$ cat config.mk
export PLATFORM = sky130hd
export DESIGN_NAME = rr_mux_arbiter
export DESIGN_NICKNAME = d
export VERILOG_FILES = /design/src/rtl/rr_arb_pkg.sv /design/src/rtl/rr_pick.sv /design/src/rtl/rr_mux_arbiter.sv
export SDC_FILE = /design/constraint.sdc
export NUM_CORES = 1
export LEC_CHECK = 0
export BUFFER_PORTS_ARGS = -buffer_cell sky130_fd_sc_hd__buf_2
export CAP_MARGIN = 30
export CORE_MARGIN = 3
export CORE_UTILIZATION = 30
export CTS_BUF_LIST = sky130_fd_sc_hd__clkbuf_8 sky130_fd_sc_hd__clkbuf_16
export DETAILED_ROUTE_END_ITERATION = 8
export GPL_ROUTABILITY_DRIVEN = 0
export PLACE_DENSITY = 0.62
export SYNTH_ARGS = -nofsm -noshare
export SYNTH_HDL_FRONTEND = slang
export SYNTH_SLANG_ARGS = --single-unit
$ cat constraint.sdc
create_clock -name clk -period 4.6 [get_ports clk]
set_input_delay 0.46 -clock clk [delete_from_list [all_inputs] [get_ports clk]]
set_output_delay 0.46 -clock clk [all_outputs]
set_load 0.01 [all_outputs]
$ cat src/rtl/rr_arb_pkg.sv
// Shared constants, FSM state type and helpers for the round-robin mux arbiter.
package rr_arb_pkg;

    localparam int unsigned NUM_REQ = 4;
    localparam int unsigned IDX_W   = 2;

    typedef enum logic {
        IDLE,
        GRANT
    } arb_state_t;

    function automatic logic [IDX_W-1:0] onehot_to_idx(input logic [NUM_REQ-1:0] oh);
        onehot_to_idx = '0;
        for (int unsigned i = 0; i < NUM_REQ; i++) begin
            if (oh[i]) onehot_to_idx = IDX_W'(i);
        end
    endfunction

endpackage

$ cat src/rtl/rr_pick.sv
// Combinational round-robin picker: first set bit of (req & mask) searching
// from last+1 upward with wrap, so the index in 'last' is searched last.
module rr_pick
    import rr_arb_pkg::*;
(
    input  logic [NUM_REQ-1:0] req,
    input  logic [IDX_W-1:0]   last,
    input  logic [NUM_REQ-1:0] mask,
    output logic               found,
    output logic [IDX_W-1:0]   win_idx
);

    logic [NUM_REQ-1:0] cand;

    assign cand = req & mask;

    // Walk offsets from farthest to nearest so the nearest candidate overwrites.
    always_comb begin
        found   = 1'b0;
        win_idx = '0;
        for (int unsigned k = NUM_REQ; k >= 1; k--) begin
            if (cand[last + IDX_W'(k)]) begin
                found   = 1'b1;
                win_idx = last + IDX_W'(k);
            end
        end
    end

endmodule

$ cat src/rtl/rr_mux_arbiter.sv
// Four-requester round-robin arbiter driving a shared 4:1 WIDTH-bit mux.
// Optional owner preemption after MAX_HOLD cycles: define ARB_TIMEOUT_EN.
module rr_mux_arbiter
    import rr_arb_pkg::*;
#(
    parameter int unsigned WIDTH    = 8,
    parameter int unsigned MAX_HOLD = 16  // legal 2..255
) (
    input  logic               clk,
    input  logic               rst_n,
    input  logic [3:0]         req,
    input  logic [4*WIDTH-1:0] d_i,
    output logic [3:0]         gnt,
    output logic [1:0]         sel,
    output logic               busy,
    output logic [WIDTH-1:0]   y
);

`ifdef ARB_TIMEOUT_EN
    localparam bit TIMEOUT_EN = 1'b1;
`else
    localparam bit TIMEOUT_EN = 1'b0;
`endif

    localparam logic [7:0] HOLD_LIM = 8'(MAX_HOLD - 1);
    localparam logic [7:0] HOLD_SAT = 8'hFF;

    arb_state_t       state;
    logic [IDX_W-1:0] last_q;
    logic [7:0]       hold_cnt;
    logic [IDX_W-1:0] owner;

    logic             any_found;
    logic [IDX_W-1:0] any_idx;
    logic             oth_found;
    logic [IDX_W-1:0] oth_idx;
    logic             preempt;

    assign owner = onehot_to_idx(gnt);

    rr_pick u_pick_all (
        .req     (req),
        .last    (last_q),
        .mask    ('1),
        .found   (any_found),
        .win_idx (any_idx)
    );

    // Same search with the current owner masked out, for forced rotation.
    rr_pick u_pick_other (
        .req     (req),
        .last    (last_q),
        .mask    (~gnt),
        .found   (oth_found),
        .win_idx (oth_idx)
    );

    assign preempt = TIMEOUT_EN && (hold_cnt >= HOLD_LIM) && oth_found;

    always_ff @(posedge clk) begin
        if (!rst_n) begin
            state    <= IDLE;
            gnt      <= '0;
            sel      <= '0;
            last_q   <= '1;
            hold_cnt <= '0;
        end else begin
            case (state)
                IDLE: begin
                    if (any_found) begin
                        state    <= GRANT;
                        gnt      <= NUM_REQ'(1) << any_idx;
                        sel      <= any_idx;
                        last_q   <= any_idx;
                        hold_cnt <= '0;
                    end
                end
                GRANT: begin
                    if (preempt) begin
                        gnt      <= NUM_REQ'(1) << oth_idx;
                        sel      <= oth_idx;
                        last_q   <= oth_idx;
                        hold_cnt <= '0;
                    end else if (req[owner]) begin
                        if (hold_cnt != HOLD_SAT) hold_cnt <= hold_cnt + 8'd1;
                    end else if (any_found) begin
                        gnt      <= NUM_REQ'(1) << any_idx;
                        sel      <= any_idx;
                        last_q   <= any_idx;
                        hold_cnt <= '0;
                    end else begin
                        state    <= IDLE;
                        gnt      <= '0;
                        hold_cnt <= '0;
                    end
                end
                default: begin
                    state <= IDLE;
                    gnt   <= '0;
                end
            endcase
        end
    end

    assign busy = |gnt;

    always_comb begin
        y = '0;
        for (int unsigned i = 0; i < NUM_REQ; i++) begin
            if (busy && (sel == IDX_W'(i))) y = d_i[i*WIDTH +: WIDTH];
        end
    end

endmodule

==> results.py <==
metrics = {
    "outcome": {
        "status": "complete, no violations",
    },
    "cts": {
        "cts_buffers": 3,
        "clock-root-buffer": "clkbuf_8",
        "cts_hold_buf": 0,
        "clockBufferDepth": 2,
        "htree_levels": 1,
        "cts.clk_slew.worst_paths_ns": 0.04,
        "cts_tree": "yes",
        "cts_sinks": 9,
        "clock_latency_ns": 0.23,
        "cts_resized": 0,
        "post-cts-setup-buffers": 0,
    },
    "logic_synthesis": {
        "synth_fp_nets": 111,
        "synth_area_per_cell_um2": 9.890,
        "ys_seq_area_share_pct": 24.96,
        "ys_ff_latch": 9,
        "ys_warn_count": 0,
        "ys_types": 30,
        "synthesis.area_um2": 721.9,
        "syn-instance-count": 73,
    },
    "setup_path": {
        "worstSetupEndpoint": "y[7]",
        "crit_path_cell_trace": "mux4_2 -> nor2b_1 -> buf_2",
        "critical-path-max-stage-delay_ns": 0.65,
        "crit_path_top_delay_cell": "dfxtp_1",
        "start_kind": "register",
        "worstPathArrival_ns": 1.71,
        "reg2regPathDepth": 5,
        "regToRegSetupSlack_ns": 3.00,
        "reg2reg_from": "last_q[1]",
        "worst_r2r_endpoint": "gnt[2]",
        "worst_ep_required_time_ns": 4.14,
        "worst-setup-path-type": "reg2out",
        "endpoint_kind": "output port",
        "startpoint": "sel[0]",
        "worstPathMaxFanout": 10,
    },
    "final_layout": {
        "syn_to_final_growth_pct": 46.97,
        "nFillCells": 228,
        "multi_input_area_um2": 514.2,
        "antenna_cells": 0,
        "nNetsFinal": 167,
        "layout.area.seq_um2": 180.2,
        "finalCoreUtilization_pct": 47.06,
        "post_route_cells_drive_above_1_share_pct": 57.03,
    },
    "sta": {
        "setup_viol": 0,
        "finalHoldViolCount": 0,
        "fin_skew_ns": 0.0009079,
        "period_share_pct": 47.12,
        "rsz0062_at_grt": "no",
        "tightest_slew_ns": 0.5584,
        "fin_crit_ns": 2.168,
        "clock.fmax_mhz": 461.3,
        "relSlewSlack_pct": 62.38,
        "maxSlewViolCount": 0,
        "tns_ns": 0,
    },
    "drt": {
        "drt_iter0_markers": 11,
        "vias": 765,
        "antenna_left": 0,
        "route.detailed.drc": 0,
        "routedWlPerCell_um": 12.72,
        "dr.pass1.iters": 4,
        "via_per_inst": 4.904,
        "routed_wl_mm": 1.984,
    },
    "flow_run": {
        "drv_cap": 0,
    },
    "floorplan": {
        "die_w_um": 55.06,
        "initial_utilization_pct": 32.02,
        "ioPinCount": 53,
        "design.die.area_um2": 3031,
        "die_y_um": 55.06,
        "rows": 17,
        "core_area_um2": 2255,
    },
    "global_routing": {
        "grt_pass1_wl_mm": 2.677,
        "grt.total_usage_pct": 11.88,
        "grt_max_degree": 11,
        "gr-total-overflow": 0,
        "grt_pass1_vias": 620,
        "antenna_found_initial": 0,
    },
    "placement": {
        "hpwl_mm": 1.669,
        "io_buffers": 52,
    },
    "pwr": {
        "ir_worst_vdd_mv": 0.1899,
        "power_density_nw_per_um2": 313.6,
        "leakagePower_nw": 0.5299,
    },
    "min_path": {
        "min_path_type": "in2reg",
    },
}
## flip-flops by register name, summed over array words and instances (netlist names)
signal	count
last_q	2
gnt	4
sel	2
state	1
## worst max-delay path: cells and delay by family, from the launching register on
family	cells	cell delay (ns)
buf+inv	1	0.13
simple gates	1	0.14
mux	1	0.56
flops	1	0.65
## metal layers
| layer | part of all wire, % | GRT usage, % | routed length, µm | vias up |
|---|---|---|---|---|
| met5 | 0 | 0 | 0 | - |
| li1 | - | - | - | 382 |
| met2 | 41 | 20.08 | 808 | 51 |
| met4 | 0 | 2.429 | 0 | 0 |
| met3 | 19 | 4.826 | 374 | 0 |
| met1 | 40 | 14.12 | 801 | 332 |
## Yosys cell counts
library cell  count  area, µm²
buf_1             1      3.750
a21oi_1           2      10.01
a32o_2            2      22.52
dfxtp_1           9      180.2
or2_2             1      6.260
a22o_2            1      10.01
nor4_1            2      12.51
buf_2             1      5.000
nor2b_1           8      50.05
mux2i_1           2      20.02
nor3b_1           1      7.510
a31oi_1           1      6.260
nand3_1           1      5.000
nor3_1            1      5.000
inv_1             5      18.77
a22o_1            1      8.760
mux4_2            8      180.2
nor2_1            7      26.28
nand2b_1          2      12.51
a2111oi_4         1      27.53
nand2_1           5      18.77
nor2_2            1      6.260
a21boi_0          2      15.01
and2_4            1      8.760
nor3b_2           1      12.51
and2b_1           1      7.510
o21ai_0           2      10.01
or2b_2            1      8.760
o22a_1            1      8.760
o21a_1            1      7.510
## cell type report
type,instances,share of cell area [%]
Inverter,5,1.769
Timing Repair Buffer,53,25.24
Clock buffer,3,3.892
Sequential cell,9,16.98
Clock inverter,1,0.3538
Tap cell,28,3.302
Multi-Input combinational cell,57,48.47
## layout by cell type (no fill, tap or decap), types with 2 or more instances in the layout
master	synthesis	routed
nand2_1	5	5
inv_1	5	6
a21oi_1	2	2
clkbuf_8	0	3
nor4_1	2	2
nor2_1	7	7
a21boi_0	2	2
mux4_2	8	8
nor2b_1	8	8
buf_2	1	52
mux2i_1	2	2
dfxtp_1	9	9
nand2b_1	2	2
o21ai_0	2	2
a32o_2	2	2
## worst min path at each step
stage                   start  cells after the start   endpoint  slack [ns]
floorplan           last_q[0]                      2  last_q[0]        0.50
global placement       gnt[0]                      1     gnt[0]        0.50
detailed placement     gnt[0]                      1     gnt[0]        0.50
CTS                     rst_n                      2  last_q[1]        0.48
global route            rst_n                      2  last_q[1]        0.50
finish                  rst_n                      2  last_q[1]        0.48
## cell families (layout without fill, tap and decap cells)
family	Yosys count	after routing	synth area share, %
and+or+nand+nor	33	33	26.00
AOI/OAI and AO/OA	14	14	17.51
muxes	10	10	27.73
DFF	9	9	24.96
buffers and inverters	7	62	3.812
## metrics by stage
stage | setup WS, ns | hold WS, ns | cell area, µm² | cells | total power, mW
2_1_floorplan | 2.803 | 0.5035 | 721.9 | 73 | 0.1934
3_3_place_gp | 2.662 | 0.4981 | 1016 | 152 | 0.2461
5_1_grt | 2.319 | 0.5003 | 1061 | 156 | 0.3569
4_1_cts | 2.388 | 0.4777 | 1061 | 156 | 0.3368
6_report | 2.432 | 0.4829 | 1061 | 156 | 0.3328
3_5_place_dp | 2.636 | 0.5033 | 1016 | 152 | 0.2479
## power breakdown
group / leakage [nW] / switching, mW / internal (mW) / total [mW]
Combinational: 0.429 / 0.0605 / 0.0792 / 0.140
Clock: 0.0269 / 0.0299 / 0.0580 / 0.0879
Sequential: 0.0745 / 0.0173 / 0.0879 / 0.105
No activity file was read; power rests on OpenSTA's default activity.
